**src/rtl/jts16_sdram_pkg.sv**
```systemverilog
// Shared types and constants for the S16 SDRAM request scheduler.
package jts16_sdram_pkg;

  typedef enum logic [1:0] {
    ST_IDLE  = 2'd0,
    ST_ISSUE = 2'd1,
    ST_WAIT  = 2'd2
  } state_t;

  // Which requester owns the outstanding transaction
  typedef enum logic [1:0] {
    OWN_BANK = 2'd0,
    OWN_PROG = 2'd1,
    OWN_RFSH = 2'd2
  } owner_t;

  localparam logic [1:0] BA_VRAM = 2'd0;  // VRAM / ROM
  localparam logic [1:0] BA_SND  = 2'd1;  // sound
  localparam logic [1:0] BA_TILE = 2'd2;  // tiles
  localparam logic [1:0] BA_OBJ  = 2'd3;  // objects

  // 7.8 us at 48 MHz
  localparam int unsigned REFRESH_CNT_DEF = 374;

endpackage

```
**src/rtl/jts16_rr_pick.sv**
```systemverilog
// Combinational 4-way round-robin picker: searches from last+1 (mod 4).
module jts16_rr_pick (
  input  logic [3:0] req_i,
  input  logic [1:0] last_i,
  output logic [1:0] idx_o,
  output logic       valid_o
);

  logic [1:0] cand;

  // First requester after last, wrapping; last itself is checked last
  always_comb begin
    idx_o   = '0;
    valid_o = 1'b0;
    cand    = '0;
    for (int unsigned i = 1; i <= 4; i++) begin
      cand = last_i + 2'(i);
      if (!valid_o && req_i[cand]) begin
        idx_o   = cand;
        valid_o = 1'b1;
      end
    end
  end

endmodule

```
**src/rtl/jts16_sdram_sched.sv**
```systemverilog
// Single-port SDRAM scheduler: serialises bank, programming and refresh
// transactions towards one controller command port.
module jts16_sdram_sched
  import jts16_sdram_pkg::*;
#(
  parameter int unsigned AW          = 22,
  parameter int unsigned REFRESH_CNT = REFRESH_CNT_DEF,
  parameter int unsigned REFRESH_MAX = 4
) (
  input  logic          rst,
  input  logic          clk,
  input  logic [3:0]    ba_rd,
  input  logic          ba0_wr,
  input  logic [AW-1:0] ba0_addr,
  input  logic [AW-1:0] ba1_addr,
  input  logic [AW-1:0] ba2_addr,
  input  logic [AW-1:0] ba3_addr,
  input  logic [15:0]   ba0_din,
  input  logic [1:0]    ba0_din_m,
  output logic [3:0]    ba_ack,
  output logic [3:0]    ba_rdy,
  input  logic          refresh_en,
  input  logic          downloading,
  input  logic          prog_we,
  input  logic          prog_rd,
  input  logic [AW-1:0] prog_addr,
  input  logic [1:0]    prog_ba,
  input  logic [15:0]   prog_data,
  input  logic [1:0]    prog_mask,
  output logic          prog_ack,
  output logic          prog_rdy,
  output logic          sd_req,
  output logic [1:0]    sd_ba,
  output logic [AW-1:0] sd_addr,
  output logic          sd_wr,
  output logic          sd_rfsh,
  output logic [15:0]   sd_din,
  output logic [1:0]    sd_din_m,
  input  logic          sd_gnt,
  input  logic          sd_done
);

  localparam int unsigned CW = (REFRESH_CNT > 1) ? $clog2(REFRESH_CNT) : 1;
  localparam int unsigned DW = $clog2(REFRESH_MAX + 1);

  state_t        state_q, state_d;
  owner_t        owner_q, owner_d;
  logic [1:0]    last_q, last_d;
  logic [1:0]    sd_ba_q, sd_ba_d;
  logic [AW-1:0] sd_addr_q, sd_addr_d;
  logic          sd_wr_q, sd_wr_d;
  logic          sd_rfsh_q, sd_rfsh_d;
  logic [15:0]   sd_din_q, sd_din_d;
  logic [1:0]    sd_din_m_q, sd_din_m_d;
  logic [3:0]    ack_q, ack_d, rdy_q, rdy_d;
  logic          pack_q, pack_d, prdy_q, prdy_d;
  logic [CW-1:0] cnt_q, cnt_d;
  logic [DW-1:0] debt_q, debt_d;

  logic [3:0] bank_req;
  logic [1:0] rr_idx;
  logic       rr_valid;
  logic       sel_prog, sel_rfsh, sel_bank, start;
  logic       gnt_ok, done_ok, wrap, rfsh_gnt;

  assign bank_req = {ba_rd[3:1], ba_rd[0] | ba0_wr};

  jts16_rr_pick u_pick (
    .req_i   (bank_req),
    .last_i  (last_q),
    .idx_o   (rr_idx),
    .valid_o (rr_valid)
  );

  assign sel_prog = downloading & (prog_we | prog_rd);
  assign sel_rfsh = ~downloading & (debt_q != '0) & refresh_en;
  assign sel_bank = ~downloading & ~sel_rfsh & rr_valid;
  assign start    = (state_q == ST_IDLE) & (sel_prog | sel_rfsh | sel_bank);
  // A done in the grant cycle completes the transaction; a done before it is ignored
  assign gnt_ok   = (state_q == ST_ISSUE) & sd_gnt;
  assign done_ok  = ((state_q == ST_WAIT) & sd_done) | (gnt_ok & sd_done);
  assign wrap     = (cnt_q == CW'(REFRESH_CNT - 1));
  assign rfsh_gnt = gnt_ok & (owner_q == OWN_RFSH);

  // FSM state register
  always_ff @(posedge clk or posedge rst) begin
    if (rst) state_q <= ST_IDLE;
    else     state_q <= state_d;
  end

  // FSM next-state logic
  always_comb begin
    state_d = state_q;
    case (state_q)
      ST_IDLE:  if (start) state_d = ST_ISSUE;
      ST_ISSUE: if (sd_gnt) state_d = sd_done ? ST_IDLE : ST_WAIT;
      ST_WAIT:  if (sd_done) state_d = ST_IDLE;
      default:  state_d = ST_IDLE;
    endcase
  end

  // FSM outputs
  always_comb begin
    sd_req = (state_q == ST_ISSUE);
  end

  // Command latching, handshake pulses and refresh debt bookkeeping
  always_comb begin
    owner_d    = owner_q;
    last_d     = last_q;
    sd_ba_d    = sd_ba_q;
    sd_addr_d  = sd_addr_q;
    sd_wr_d    = sd_wr_q;
    sd_rfsh_d  = sd_rfsh_q;
    sd_din_d   = sd_din_q;
    sd_din_m_d = sd_din_m_q;
    if (start) begin
      if (sel_prog) begin
        owner_d    = OWN_PROG;
        sd_ba_d    = prog_ba;
        sd_addr_d  = prog_addr;
        sd_wr_d    = prog_we;
        sd_rfsh_d  = 1'b0;
        sd_din_d   = prog_data;
        sd_din_m_d = prog_mask;
      end else if (sel_rfsh) begin
        owner_d    = OWN_RFSH;
        sd_ba_d    = '0;
        sd_addr_d  = '0;
        sd_wr_d    = 1'b0;
        sd_rfsh_d  = 1'b1;
        sd_din_d   = '0;
        sd_din_m_d = '0;
      end else begin
        owner_d    = OWN_BANK;
        last_d     = rr_idx;
        sd_ba_d    = rr_idx;
        sd_rfsh_d  = 1'b0;
        sd_wr_d    = (rr_idx == BA_VRAM) & ba0_wr;
        sd_din_d   = (rr_idx == BA_VRAM) ? ba0_din : '0;
        sd_din_m_d = (rr_idx == BA_VRAM) ? ba0_din_m : '0;
        case (rr_idx)
          BA_VRAM: sd_addr_d = ba0_addr;
          BA_SND:  sd_addr_d = ba1_addr;
          BA_TILE: sd_addr_d = ba2_addr;
          BA_OBJ:  sd_addr_d = ba3_addr;
          default: sd_addr_d = ba0_addr;
        endcase
      end
    end

    ack_d = '0;
    rdy_d = '0;
    if (gnt_ok  && owner_q == OWN_BANK) ack_d[sd_ba_q] = 1'b1;
    if (done_ok && owner_q == OWN_BANK) rdy_d[sd_ba_q] = 1'b1;
    pack_d = gnt_ok  & (owner_q == OWN_PROG);
    prdy_d = done_ok & (owner_q == OWN_PROG);

    cnt_d  = wrap ? '0 : cnt_q + CW'(1);
    debt_d = debt_q;
    if (wrap && !rfsh_gnt) begin
      if (debt_q < DW'(REFRESH_MAX)) debt_d = debt_q + DW'(1);
    end else if (!wrap && rfsh_gnt) begin
      debt_d = debt_q - DW'(1);
    end
  end

  // Datapath registers
  always_ff @(posedge clk or posedge rst) begin
    if (rst) begin
      owner_q    <= OWN_BANK;
      last_q     <= 2'd3;
      sd_ba_q    <= '0;
      sd_addr_q  <= '0;
      sd_wr_q    <= 1'b0;
      sd_rfsh_q  <= 1'b0;
      sd_din_q   <= '0;
      sd_din_m_q <= '0;
      ack_q      <= '0;
      rdy_q      <= '0;
      pack_q     <= 1'b0;
      prdy_q     <= 1'b0;
      cnt_q      <= '0;
      debt_q     <= '0;
    end else begin
      owner_q    <= owner_d;
      last_q     <= last_d;
      sd_ba_q    <= sd_ba_d;
      sd_addr_q  <= sd_addr_d;
      sd_wr_q    <= sd_wr_d;
      sd_rfsh_q  <= sd_rfsh_d;
      sd_din_q   <= sd_din_d;
      sd_din_m_q <= sd_din_m_d;
      ack_q      <= ack_d;
      rdy_q      <= rdy_d;
      pack_q     <= pack_d;
      prdy_q     <= prdy_d;
      cnt_q      <= cnt_d;
      debt_q     <= debt_d;
    end
  end

  assign sd_ba    = sd_ba_q;
  assign sd_addr  = sd_addr_q;
  assign sd_wr    = sd_wr_q;
  assign sd_rfsh  = sd_rfsh_q;
  assign sd_din   = sd_din_q;
  assign sd_din_m = sd_din_m_q;
  assign ba_ack   = ack_q;
  assign ba_rdy   = rdy_q;
  assign prog_ack = pack_q;
  assign prog_rdy = prdy_q;

endmodule

```
**config.mk**
```make
export PLATFORM = sky130hd
export DESIGN_NAME = jts16_sdram_sched
export DESIGN_NICKNAME = d
export VERILOG_FILES = /design/src/rtl/jts16_sdram_pkg.sv /design/src/rtl/jts16_rr_pick.sv /design/src/rtl/jts16_sdram_sched.sv
export SDC_FILE = /design/constraint.sdc
export NUM_CORES = 1
export LEC_CHECK = 0
export ABC_CLOCK_PERIOD_IN_PS = 6500
export CAP_MARGIN = 20
export CELL_PAD_IN_SITES_DETAIL_PLACEMENT = 1
export CELL_PAD_IN_SITES_GLOBAL_PLACEMENT = 2
export CORE_MARGIN = 2
export CORE_UTILIZATION = 25
export CTS_BUF_LIST = sky130_fd_sc_hd__clkbuf_8
export DETAILED_ROUTE_END_ITERATION = 10
export PLACE_DENSITY = 0.95
export SKIP_LAST_GASP = 1
export SLEW_MARGIN = 20
export SYNTH_ARGS = -nofsm -noshare
export SYNTH_HDL_FRONTEND = slang
export SYNTH_SLANG_ARGS = --single-unit
export TNS_END_PERCENT = 100
```
**constraint.sdc**
```tcl
create_clock -name clk -period 6.5 [get_ports clk]
set_clock_uncertainty 0.1 [all_clocks]
set_input_delay 0.65 -clock clk [delete_from_list [all_inputs] [get_ports clk]]
set_output_delay 0.65 -clock clk [all_outputs]
set_load 0.01 [all_outputs]
```
==> results of run 1 <==
==> critical path, stage by stage <==
cell,delay (ns)
sky130_fd_sc_hd__clkdlybuf4s50_1,0.61
sky130_fd_sc_hd__nor3_4,0.34
sky130_fd_sc_hd__a21oi_2,0.12
sky130_fd_sc_hd__o31ai_4,0.76
sky130_fd_sc_hd__buf_4,0.48
sky130_fd_sc_hd__a22oi_1,0.18
sky130_fd_sc_hd__o31ai_2,0.09
==> through the flow <==
stage,area [sq um],power [W],hold slack [ns]
2_1_floorplan,4040,0.00137,0.353
3_3_place_gp,6380,0.00190,0.370
3_5_place_dp,6380,0.00194,0.382
4_1_cts,6590,0.00234,0.396
5_1_grt,6640,0.00247,0.422
6_report,6640,0.00233,0.393
==> area by class of cell <==
| class | instances | share of cell area |
|---|---|---|
| multi-input combinational | 280 | 0.318 |
| clock buffer | 12 | 0.0249 |
| inverter | 4 | 0.00245 |
| timing repair buffer | 224 | 0.339 |
| sequential | 71 | 0.268 |
| clock inverter | 4 | 0.00678 |
| tap | 216 | 0.0407 |
==> flip-flops by register name (all words and copies together) (netlist names) <==
name / flops
ba_ack: 4
ba_rdy: 4
cnt_q: 9
debt_q: 3
last_q: 2
owner_q: 2
prog_ack: 1
prog_rdy: 1
sd_addr: 22
sd_ba: 2
sd_din: 16
sd_din_m: 2
sd_wr: 1
state_q: 2
==> final timing paths <==
kind	endpoint	slack, ns	depth (start not counted)
worst max-delay path	sd_addr[5]	3.42	7
worst min-delay path	cnt_q[7]	0.39	1
worst max register to register	sd_addr[5]	3.98	6
worst min register to register	cnt_q[7]	0.39	1
max in group asynchronous	sd_din[5]	4.88	3
min in group asynchronous	ba_ack[0]	0.80	3
==> cells in the mapped netlist, drive strengths merged, types with 2 or more instances <==
cell type,instances,area (sq um)
nor3,52,277
or3b,2,17.5
o21a,2,15.0
a2bb2oi,2,17.5
nor2,20,85.1
dfstp,2,52.6
dfrtp,69,1730
and3,21,131
a221o,18,180
a22oi,23,178
nor2b,3,18.8
nand2b,5,33.8
clkbuf,9,33.8
or2,2,15.0
ha,2,25.0
mux2,23,259
o22ai,23,144
nor3b,3,27.5
xnor2,4,35.0
o21ai,9,56.3
a21oi,6,33.8
inv,4,15.0
xor2,3,26.3
nand2,13,48.8
o31ai,25,283
buf,23,136
nand3,6,30.0
==> power by group through the flow <==
stage / registers, W / clock network, W / logic (W)
floorplan: 0.000760 / 0 / 0.000608
global placement: 0.000722 / 0 / 0.00117
detailed placement: 0.000730 / 0 / 0.00121
CTS: 0.000722 / 0.000400 / 0.00122
global route: 0.000740 / 0.000414 / 0.00132
finish: 0.000719 / 0.000386 / 0.00122
==> routing by layer <==
| layer | GRT usage | wire [microns] |
|---|---|---|
| met1 | 0.201 | 6260 |
| met2 | 0.327 | 7990 |
| met3 | 0.0590 | 1260 |
| met4 | 0.0543 | 202 |
| met5 | 0 | 0 |
==> cells by family (layout without fill, tap and decap cells) <==
| group | count (synthesis) | in the layout | share of synthesized area |
|---|---|---|---|
| buf+inv | 36 | 244 | 0.0458 |
| xor+xnor | 7 | 7 | 0.0152 |
| fa+ha+maj | 3 | 3 | 0.0111 |
| simple gates | 132 | 132 | 0.179 |
| compound gates | 115 | 115 | 0.245 |
| mux | 23 | 23 | 0.0641 |
| flops | 71 | 71 | 0.440 |
==> results, run 1 <==
- The run finished with clean final reports.
- The antenna diode count is 0.
- For the worst-skew pair, the clock arrives at the later sink with an insertion delay of 0.36 ns.
- Pin placement for this block handled 216 I/O pins.
- In this run the vertical extent of the chip is 131 microns.
- Synthesis inferred 71 register bits.
- The share of the Yosys chip area taken by registers is 0.440.
- The number of design rule violations left after detail routing is 0.
- The initial antenna violation count was 0.
- The area added between synthesis and finish is 64.3%.
- In this run the power spent charging and discharging nets is 0.000885 W.
- In this run the worst setup path begins at ba_rd[3].
- The number of nets with antenna violations after routing is 0.
- The number of violations reported at the end of detailed-routing iteration 0 is 115.
- TritonCTS built the clock tree.
- Across all layers, the routed design uses 4049 vias.
- In the global route stage, overall resource usage came out at 0.180.
- The worst register-to-register path begins at debt_q[2].
- The post-synth design cell area is 4040 sq um.
- The tree is rooted in a sky130_fd_sc_hd__clkbuf_8.
- The internal cell power is 0.00144 W.
- The relative max-transition margin is 0.358.
- The final core utilization is 0.420.
- The worst setup slack before clock tree synthesis is 3.06 ns.
- The setup slack of the critical path after layout is 3.42 ns.
- Of the total power, the clock network draws 0.166.
- The number of search-and-repair iterations in the first detailed-routing pass is 4.
- In the layout the commonest cells are sky130_fd_sc_hd__clkdlybuf4s50_1, sky130_fd_sc_hd__dfrtp_1, sky130_fd_sc_hd__nor3_1, sky130_fd_sc_hd__o22ai_1, sky130_fd_sc_hd__a22oi_1.
- The endpoint class of the critical path is a flip-flop.
- The number of nets in the synthesized netlist is 551.
- The post-synthesis cell count is 387.
- The highest clock frequency the design can meet is 325 MHz.
- Of the total power, the share spent switching nets is 0.380.
- The prevailing post-synth register cell is sky130_fd_sc_hd__dfrtp_1.
- The power density over cell area is 351 nW/um^2.
- STA classifies the critical path startpoint as an input pin.
- Clock-pin slew was measured on the worst setup and hold paths at 0.08 ns.
- The post-detailed-route wirelength per cell is 19.4 microns.
- The number of clock buffers added by TritonCTS is 9.
- The critical path is of the input pin to flip-flop type.
- The setup-violating endpoint count in the final report is 0.
- The average vias per placed instance is 4.99.
- The worst hold path begins at cnt_q[7].
- The core area is 15800 sq um.
- Measured along the x axis, the die boundary spans 131 microns.
- Entering global routing, the biggest net connects 72 pins.
- The clock period minus worst slack is 3.08 ns.
- At the end of routability-driven placement, the weighted congestion stood at 0.845.
- The first global-routing pass estimated 24300 microns of wire.
- The total global routing overflow is 0.
- The number of distinct library cell variants in the gate-level netlist after synthesis is 55.
- The combinational cell fraction of total power is 0.526.
- The number of buffers on the longest clock path is 2.
- The number of warnings printed during yosys synthesis is 0.
- In this run the core area contains 46 standard-cell rows.
- The static power due to leakage is 2.65 nW.
- Input and output buffers added on the ports amount to 215.
- The worst hold path belongs to the class flip-flop to flip-flop.
- The post-cts resize count is 0.
- Once placement completed, the tool counted placed cells totaling 793.
- The count of non-filler cells in the finished layout is 811.
- The number of setup buffers added after CTS is 0.
- Data on the critical path is required at its endpoint by 6.67 ns.
- Of all nets on the critical path, the largest fanout is 31.
- For this design, the CTS-stage hold fixing added 0 buffers.
- The footprint of the multi-input gates is 2110 sq um.
- Setup repair after global routing left no endpoint under its margin.
- The number of hold-slack violations in the final timing report is 0.
- The worst-case IR drop observed on VDD is 0.000140 V.
- The share of total power in sequential cells is 0.309.
- The number of global-route vias before repair is 4487.
- The most common cell after layout, fill and taps aside is sky130_fd_sc_hd__clkdlybuf4s50_1.
- Of the cells placed in the final design, the portion with a size suffix greater than 1 is 0.111.
- The max-cap violation count is 0.
- At the pin with the least slew margin, the transition time is 0.964 ns.
- After legalization and detailed placement, the total HPWL measured 11900 microns.
- The sequential cells in the finished layout cover a total of 1780 sq um.
- The die outline area is 17200 sq um.
- The number of fill cells is 1745.
- After routing, the total negative slack on setup checks comes to 0 ns.
- After detailed routing, the total wire length is 15700 microns.
- Counting flops with a built-in enable in the synthesized netlist gives 0.
- The number of nets at the end of the flow is 754.
- Data on the critical path arrives at its endpoint at 3.25 ns.
- After synthesis, the mean cell area works out to 10.4 sq um.
- The H-tree was split into 3 levels.
- Counting flops with an async set or reset pin after synthesis yields a share of 1.00.
- The number of slew-limit violations in the final report is 0.
- The ratio of final minimum period to clock period is 0.474.
- The effective utilization at floorplan is 0.255.
- The clock drives 71 sinks.
Note: power is estimated with default switching activity, not from simulation.
==> run 2: changes to the inputs <==
--- a/config.mk
+++ b/config.mk
@@ -5,15 +5,15 @@
 export SDC_FILE = /design/constraint.sdc
 export NUM_CORES = 1
 export LEC_CHECK = 0
-export ABC_CLOCK_PERIOD_IN_PS = 6500
+export ABC_CLOCK_PERIOD_IN_PS = 3130
 export CAP_MARGIN = 20
 export CELL_PAD_IN_SITES_DETAIL_PLACEMENT = 1
 export CELL_PAD_IN_SITES_GLOBAL_PLACEMENT = 2
 export CORE_MARGIN = 2
-export CORE_UTILIZATION = 25
+export CORE_UTILIZATION = 23
 export CTS_BUF_LIST = sky130_fd_sc_hd__clkbuf_8
 export DETAILED_ROUTE_END_ITERATION = 10
-export PLACE_DENSITY = 0.95
+export PLACE_DENSITY = 0.89
 export SKIP_LAST_GASP = 1
 export SLEW_MARGIN = 20
 export SYNTH_ARGS = -nofsm -noshare
==> constraint.sdc (replaced) <==
create_clock -name clk -period 3.13 [get_ports clk]
set_clock_uncertainty 0.1 [all_clocks]
set_input_delay 0.313 -clock clk [delete_from_list [all_inputs] [get_ports clk]]
set_output_delay 0.313 -clock clk [all_outputs]
set_load 0.01 [all_outputs]
==> run 2 against run 1 <==
Net effect:
- routed wire length up 2.6%
- largest power group unchanged
- combinational power increased by 110%
- via count grew 3.1%
- hold slack worse by 0.21 ns
- sequential power is 110% higher
- utilization shrank 3.2 points
- largest cell class unchanged
- clock power increased by 120%
==> results, run 2 (synthesis gave the netlist of run 1 again) <==
- The run finished with clean final reports.
- The total detailed-routing wirelength is 16100 microns (+2.6%).
- The number of nets with antenna violations after routing is 0 (unchanged).
- The number of nets at the end of the flow is 759 (+0.66%).
- The switching power as a share of total power is 0.379 (-0.00141).
- The static power due to leakage came to 2.67 nW (+0.59%).
- The number of buffers and inverters on the critical path is 2 (unchanged).
- The maximum number of pins on one net before global-route repair is 47 (-35%).
- The standard cell area after detailed placement came to 6460 sq um (+1.2%).
- The later-pin clock latency in the skew report is 0.37 ns (about the same).
- The initial antenna violation count is 0 (unchanged).
- The clock-pin slew of the registers on the worst-case setup and hold paths was 0.09 ns (about the same).
- The clock period minus worst slack is 2.43 ns.
- The worst IR drop on VDD is 0.000278 V (+99%).
- Setup repair after global routing left no endpoint under its margin.
- Leaving out fill and tap cells, the most frequent cells in the layout are sky130_fd_sc_hd__clkdlybuf4s50_1, sky130_fd_sc_hd__dfrtp_1, sky130_fd_sc_hd__nor3_1, sky130_fd_sc_hd__o22ai_1, sky130_fd_sc_hd__a22oi_1.
- The data arrival time of the worst path is 2.59 ns (-0.66 ns).
- The clock power share is 0.173 (+0.007).
- The setup total negative slack came to 0 ns (unchanged).
- The number of global-route vias before repair is 4699 (+4.7%).
- The number of violations reported at the end of detailed-routing iteration 0 is 108 (-6.1%).
- The total global-route track usage is 0.176 (-0.00410).
- The delay of the slowest cell on the worst path is 0.43 ns (-0.33 ns).
- The endpoint class of the critical path is a flip-flop.
- The switching power summed over all nets came to 0.00184 W (+110%).
- The data required time of the worst path is 3.29 ns (-3.38 ns).
- The number of buffers added by the clock tree synthesis step is 9 (unchanged).
- The highest clock frequency the design can meet is 412 MHz.
- The relative max-transition margin was 0.598 (+0.241).
- The number of slew-limit violations in the final report was 0 (unchanged).
- The number of sinks on the clock net is 71 (unchanged).
- The core area is 17200 sq um (+8.9%).
- The critical path starts at cnt_q[1].
- The summed area of non-filler cells in the final layout came to 6680 sq um (+0.57%).
- The standard-cell row count was 48 (+4.3%).
- The count of hold-fix buffers inserted at cts is 0 (unchanged).
- The fraction of layout instances using a drive strength above 1 is 0.118 (+0.00741).
- The die span in x came to 137 microns (+4.1%).
- The number of setup buffers added after CTS is 0 (unchanged).
- The startpoint kind of the worst setup timing path is a flip-flop.
- The CTS tree is built.
- The total via count after detailed routing is 4173 (+3.1%).
- Of the available clock period, the critical path in the final layout requires 0.776.
- The max-cap violation count is 0 (unchanged).
- The share of total power in sequential cells is 0.303 (-0.006).
- The power density over cell area is 729 nW/um^2 (+110%).
- The depth of the CTS H-tree came to 3 (unchanged).
- The average vias per placed instance came to 5.06 (+1.3%).
- The number of flip-flops in the largest register was 22 (unchanged).
- The maximum fanout along the worst path is 7 (-77%).
- The number of input and output port buffers inserted was 215 (unchanged).
- The number of design rule violations left after detail routing is 0 (unchanged).
- The number of hold-slack violations in the final timing report is 0 (unchanged).
- The combinational cell fraction of total power came to 0.524 (-0.002).
- The number of placed I/O pins is 216 (unchanged).
- The area added between synthesis and finish is 65.2%.
- The most common cell after layout, fill and taps aside is sky130_fd_sc_hd__clkdlybuf4s50_1.
- The post-cts resize count was 0 (unchanged).
- The number of buffers on the longest clock path is 2 (unchanged).
- The effective utilization at floorplan was 0.235 (-0.0209).
- The first-pass GRT wire length came to 25100 microns (+3.2%).
- The half-perimeter wire length after placement was 12300 microns (+3.2%).
- The startpoint-to-endpoint class of the critical path is flip-flop to flip-flop.
- The post-detailed-route wirelength per cell is 19.5 microns (+0.89%).
- The class of the worst hold path is input pin to asynchronous set/reset pin.
- On the critical path, the stage with the largest delay is an instance of sky130_fd_sc_hd__nor3_1.
- The total global routing overflow is 0 (unchanged).
- The antenna diode count is 0 (unchanged).
- The internal cell power was 0.00303 W (+110%).
- The die outline area was 18700 sq um (+8.4%).
- The global placer's final weighted congestion was 0.834 (-1.2%).
- The setup-violating endpoint count in the final report came to 0 (unchanged).
- The origin of the critical flop-to-flop path is cnt_q[1].
- The overall die height is 137 microns (+4.1%).
- The tree is rooted in a sky130_fd_sc_hd__clkbuf_8.
- The number of search-and-repair iterations in the first detailed-routing pass is 5 (+1).
- The gate family responsible for the most delay along the worst path is simple AND/OR/NAND/NOR gates.
- The worst-margin pin slew came to 0.600 ns (-0.363 ns).
- The signal on the critical path passes through inv_1 -> ha_1 -> nand4b_1 -> nor3_1 -> buf_4 -> nand2_1 -> fa_1 -> nor2b_1 -> a211o_1.
## run 2: cell count changes in the layout (fill, tap and decap cells not counted), sizes merged
| cell | delta |
|---|---|
| bufinv | +1 |
| clkinv | +2 |
| buf | +5 |
| clkbuf | -3 |
## run 2: final timing paths
| check | slack [ns] | end | cells past startpoint |
|---|---|---|---|
| worst max-delay path | 0.70 | debt_q[2] | 9 |
| worst min-delay path | 0.18 | sd_din[13] | 2 |
| worst max register to register | 0.70 | debt_q[2] | 9 |
| worst min register to register | 0.39 | cnt_q[0] | 1 |
| max in group asynchronous | 1.97 | last_q[1] | 3 |
| min in group clk | 0.39 | cnt_q[0] | 1 |
## run 2: metrics by stage
stage	cells	total power (W)	hold slack, ns	setup slack, ns	util
after floorplan	387	0.00284	0.279	0.924	-
after detailed placement	809	0.00409	0.385	0.451	0.375
after global placement	809	0.00401	0.361	0.541	0.375
after global routing	825	0.00521	0.212	0.530	0.387
after CTS	825	0.00496	0.188	0.676	0.387
final	825	0.00487	0.183	0.701	0.387
## run 2: metal layers
layer  vias up  global-route usage  share of wire
met2       194               0.308           0.49
met4         0              0.0532          0.016
met5         -                   0              0
li1       1906                   -              -
met3        21              0.0726           0.11
met1      2052               0.195           0.39
## run 2: power groups by stage
stage          Sequential [W]  Clock [W]  Combinational [W]
2_1_floorplan         0.00158          0            0.00126
3_3_place_gp          0.00149          0            0.00253
3_5_place_dp          0.00150          0            0.00259
4_1_cts               0.00148   0.000878            0.00260
5_1_grt               0.00152   0.000912            0.00278
6_report              0.00148   0.000843            0.00255
## run 2: final cells by class
type | instances | area, sq um
Fill cell | 1915 | 10600
Clock buffer | 9 | 124
Timing Repair Buffer | 229 | 2270
Sequential cell | 71 | 1780
Tap cell | 225 | 282
Multi-Input combinational cell | 280 | 2110
Clock inverter | 7 | 97.6
Inverter | 4 | 16.3
==> run 3: changes to the inputs <==
--- a/config.mk
+++ b/config.mk
@@ -5,7 +5,7 @@
 export SDC_FILE = /design/constraint.sdc
 export NUM_CORES = 1
 export LEC_CHECK = 0
-export ABC_CLOCK_PERIOD_IN_PS = 3130
+export ABC_CLOCK_PERIOD_IN_PS = 2300
 export CAP_MARGIN = 20
 export CELL_PAD_IN_SITES_DETAIL_PLACEMENT = 1
 export CELL_PAD_IN_SITES_GLOBAL_PLACEMENT = 2
==> constraint.sdc (replaced) <==
create_clock -name clk -period 2.3 [get_ports clk]
set_clock_uncertainty 0.1 [all_clocks]
set_input_delay 0.23 -clock clk [delete_from_list [all_inputs] [get_ports clk]]
set_output_delay 0.23 -clock clk [all_outputs]
set_load 0.01 [all_outputs]
==> run 3 against run 2 <==
Net effect:
- worst setup slack got worse by 0.53 ns
- routed wire length rose by 2.9%
- clock power rose by 28%
- flip-flop and latch count did not move
- global-route usage rose by 0.61 points
- fmax rose by 14%
- critical path type unchanged
==> results, run 3 (synthesis gave the netlist of run 1 again) <==
- The clock power share is 0.159 (-0.014).
- The depth of the CTS H-tree is 3 (unchanged).
- The number of slew-limit violations in the final report is 0 (unchanged).
- The count of non-filler cells in the finished layout is 845 (+2.4%).
- The number of cells on the critical path is 6 (-3).
- The number of buffers added by the clock tree synthesis step is 9 (unchanged).
- The max-cap violation count was 0 (unchanged).
- Setup repair after global routing left no endpoint under its margin.
- The overall die height was 137 microns (unchanged).
- The internal cell power came to 0.00421 W (+39%).
- The total via count after detailed routing came to 4183 (+0.24%).
- Leaving out fill and tap cells, the most frequent cell in the layout is sky130_fd_sc_hd__clkdlybuf4s50_1.
- The clock tree root driver cell is sky130_fd_sc_hd__clkbuf_8.
- STA classifies the critical path startpoint as a flip-flop.
- The relative max-transition margin was 0.650 (+0.0519).
- The later-pin clock latency in the skew report is 0.37 ns (about the same).
- The core area came to 17200 sq um (unchanged).
- The kind of cell with the highest combined delay along the critical path is flip-flops.
- The final core utilization is 0.401 (+0.0136).
- The clock-pin slew of the registers on the worst-case setup and hold paths is 0.09 ns (about the same).
- The antenna diode count is 0 (unchanged).
- The total power is 0.00682 W (+40%).
- The clock period minus worst slack came to 2.12 ns (-0.304 ns).
- The largest individual stage delay along the critical path comes from the cell sky130_fd_sc_hd__dfstp_2.
- The total global routing overflow is 0 (unchanged).
- The number of buffers and inverters on the critical path was 1 (-1).
- The initial antenna violation count was 0 (unchanged).
- The total global-route track usage is 0.182 (+0.00606).
- The library cells used most frequently in the layout, excluding fill and tap cells, are sky130_fd_sc_hd__clkdlybuf4s50_1, sky130_fd_sc_hd__dfrtp_1, sky130_fd_sc_hd__nor3_1, sky130_fd_sc_hd__buf_4, sky130_fd_sc_hd__o22ai_1.
- The combinational cell fraction of total power is 0.543 (+0.019).
- The number of hold-slack violations in the final timing report is 0 (unchanged).
- The switching power as a share of total power is 0.383 (+0.00444).
- The total detailed-routing wirelength is 16600 microns (+2.9%).
- The data arrival time of the worst path is 2.30 ns (-0.29 ns).
- The switching power summed over all nets was 0.00261 W (+42%).
- The most utilized layer in the global route result is met2.
- The delay of the slowest cell on the worst path came to 0.64 ns (+0.21 ns).
- The flow ran to the end, and the final reports show no timing, DRC or antenna violations.
- The CTS tree is built.
- The number of placed I/O pins is 216 (unchanged).
- The fraction of layout instances using a drive strength above 1 was 0.147 (+0.0284).
- The ratio of final minimum period to clock period was 0.924 (+0.148).
- The setup-violating endpoint count in the final report is 0 (unchanged).
- The critical path in this run is classified as flip-flop to flip-flop.
- The share of total power in sequential cells was 0.298 (-0.005).
- The maximum number of pins on one net before global-route repair is 49 (+4.3%).
- The number of flip-flops in the largest register is 22 (unchanged).
- The die outline area was 18700 sq um (unchanged).
- The data required time of the worst path is 2.47 ns (-0.82 ns).
- The maximum fanout along the worst path is 23 (+16).
- The number of cells on the worst hold path is 2.
- The highest clock frequency the design can meet came to 471 MHz (+14%).
- The met2 global-route usage is 0.326 (+0.0186).
- The number of buffers on the longest clock path is 2 (unchanged).
- The static power due to leakage came to 2.79 nW (+4.7%).
- The number of search-and-repair iterations in the first detailed-routing pass is 4 (-1).
- The worst IR drop on VDD is 0.000401 V (+44%).
- The minimum setup slack among reg-to-reg paths is 0.18 ns (-0.53 ns).
- The number of input and output port buffers inserted is 215 (unchanged).
- The post-detailed-route wirelength per cell is 19.6 microns (+0.48%).
- The number of nets at the end of the flow was 779 (+2.6%).
- The number of global-route vias before repair is 4722 (+0.49%).
- The number of nets with antenna violations after routing is 0 (unchanged).
- The number of sinks on the clock net is 71 (unchanged).
- The area added between synthesis and finish is 71.0%.
- The die span in x came to 137 microns (unchanged).
- The critical path goes through nand2b_1 -> a21oi_1 -> nor3_4 -> buf_12 -> mux2_1 -> o31ai_2.
- The first-pass GRT wire length is 25700 microns (+2.4%).
- The power density over cell area came to 987 nW/um^2 (+35%).
- The met3 usage is 0.0637 (-0.00889).
- The endpoint class of the critical path is a flip-flop.
- The number of violations reported at the end of detailed-routing iteration 0 is 106 (-1.9%).
- The global placer's final weighted congestion was 0.826 (-0.97%).
- The standard-cell row count is 48 (unchanged).
- The met1 demand-to-capacity share in global routing came to 0.199 (+0.00347).
- The count of cells along the worst register-to-register path is 6 (-3).
- The number of design rule violations left after detail routing is 0 (unchanged).
- The half-perimeter wire length after placement was 12600 microns (+2.8%).
- The worst-margin pin slew came to 0.524 ns (-0.0769 ns).
- The class of the worst hold path is input pin to flip-flop.
- The number of placed instances, taps included is 828 (+2.3%).
- The number of fill cells came to 1888 (-1.4%).
- The average vias per placed instance is 4.95 (-2.1%).
- The effective utilization at floorplan is 0.235 (unchanged).
## run 3: cell count changes in the layout (fill, tap and decap cells not counted), sizes merged
cell         previous run  this run
clkinv                  3         4
buf                    14        33
inv                     5         6
clkinvlp                1         0
bufinv                  2         1
dlygate4sd3             0         1
## run 3: what timing repair did
| action | in CTS | in global routing |
|---|---|---|
| hold endpoints to repair | 8 | 0 |
| gates resized for setup | 0 | 0 |
| endpoints found under the setup margin | 0 | 6 |
| hold buffers | 1 | 0 |
| buffers inserted | 0 | 0 |
## run 3: per-layer routing
layer  up-vias  share of wire  wire [microns]
met3        21          0.097            1620
met4         0          0.019             312
met2       179           0.50            8310
li1       1944              -               -
met1      2039           0.38            6350
met5         -              0               0
## run 3: final cells by class
| type | instances | area, sq um | area share |
|---|---|---|---|
| timing repair buffer | 249 | 2520 | 0.365 |
| inverter | 4 | 16.3 | 0.00235 |
| sequential | 71 | 1780 | 0.257 |
| tap | 225 | 282 | 0.0407 |
| clock buffer | 9 | 124 | 0.0179 |
| clock inverter | 7 | 78.8 | 0.0114 |
| multi-input combinational | 280 | 2110 | 0.305 |
## run 3: power groups by stage
stage	Sequential (W)	Combinational (W)	Clock (W)
floorplan	0.00215	0.00172	0
global placement	0.00203	0.00366	0
detailed placement	0.00206	0.00375	0
CTS	0.00204	0.00378	0.00113
global route	0.00209	0.00403	0.00119
finish	0.00203	0.00371	0.00108
## run 3: through the flow
stage | instance area [sq um] | hold WS [ns] | setup WS (ns) | TNS (ns)
after floorplan | 4040 | 0.196 | 0.177 | 0
after CTS | 6910 | 0.330 | 0.152 | 0
after global placement | 6700 | 0.367 | -0.0755 | -1.55
final | 6910 | 0.356 | 0.176 | 0
after detailed placement | 6700 | 0.380 | -0.154 | -4.63
after global routing | 6910 | 0.370 | 0.0120 | 0
## run 3: path summary, 6_finish.rpt
check / end / startpoint
worst max-delay path: sd_addr[3] / last_q[1]
worst min-delay path: state_q[1] / sd_done
worst max register to register: sd_addr[3] / last_q[1]
worst min register to register: sd_din[12] / sd_din[12]
max in group asynchronous: last_q[1] / rst
min in group asynchronous: sd_din[4] / rst
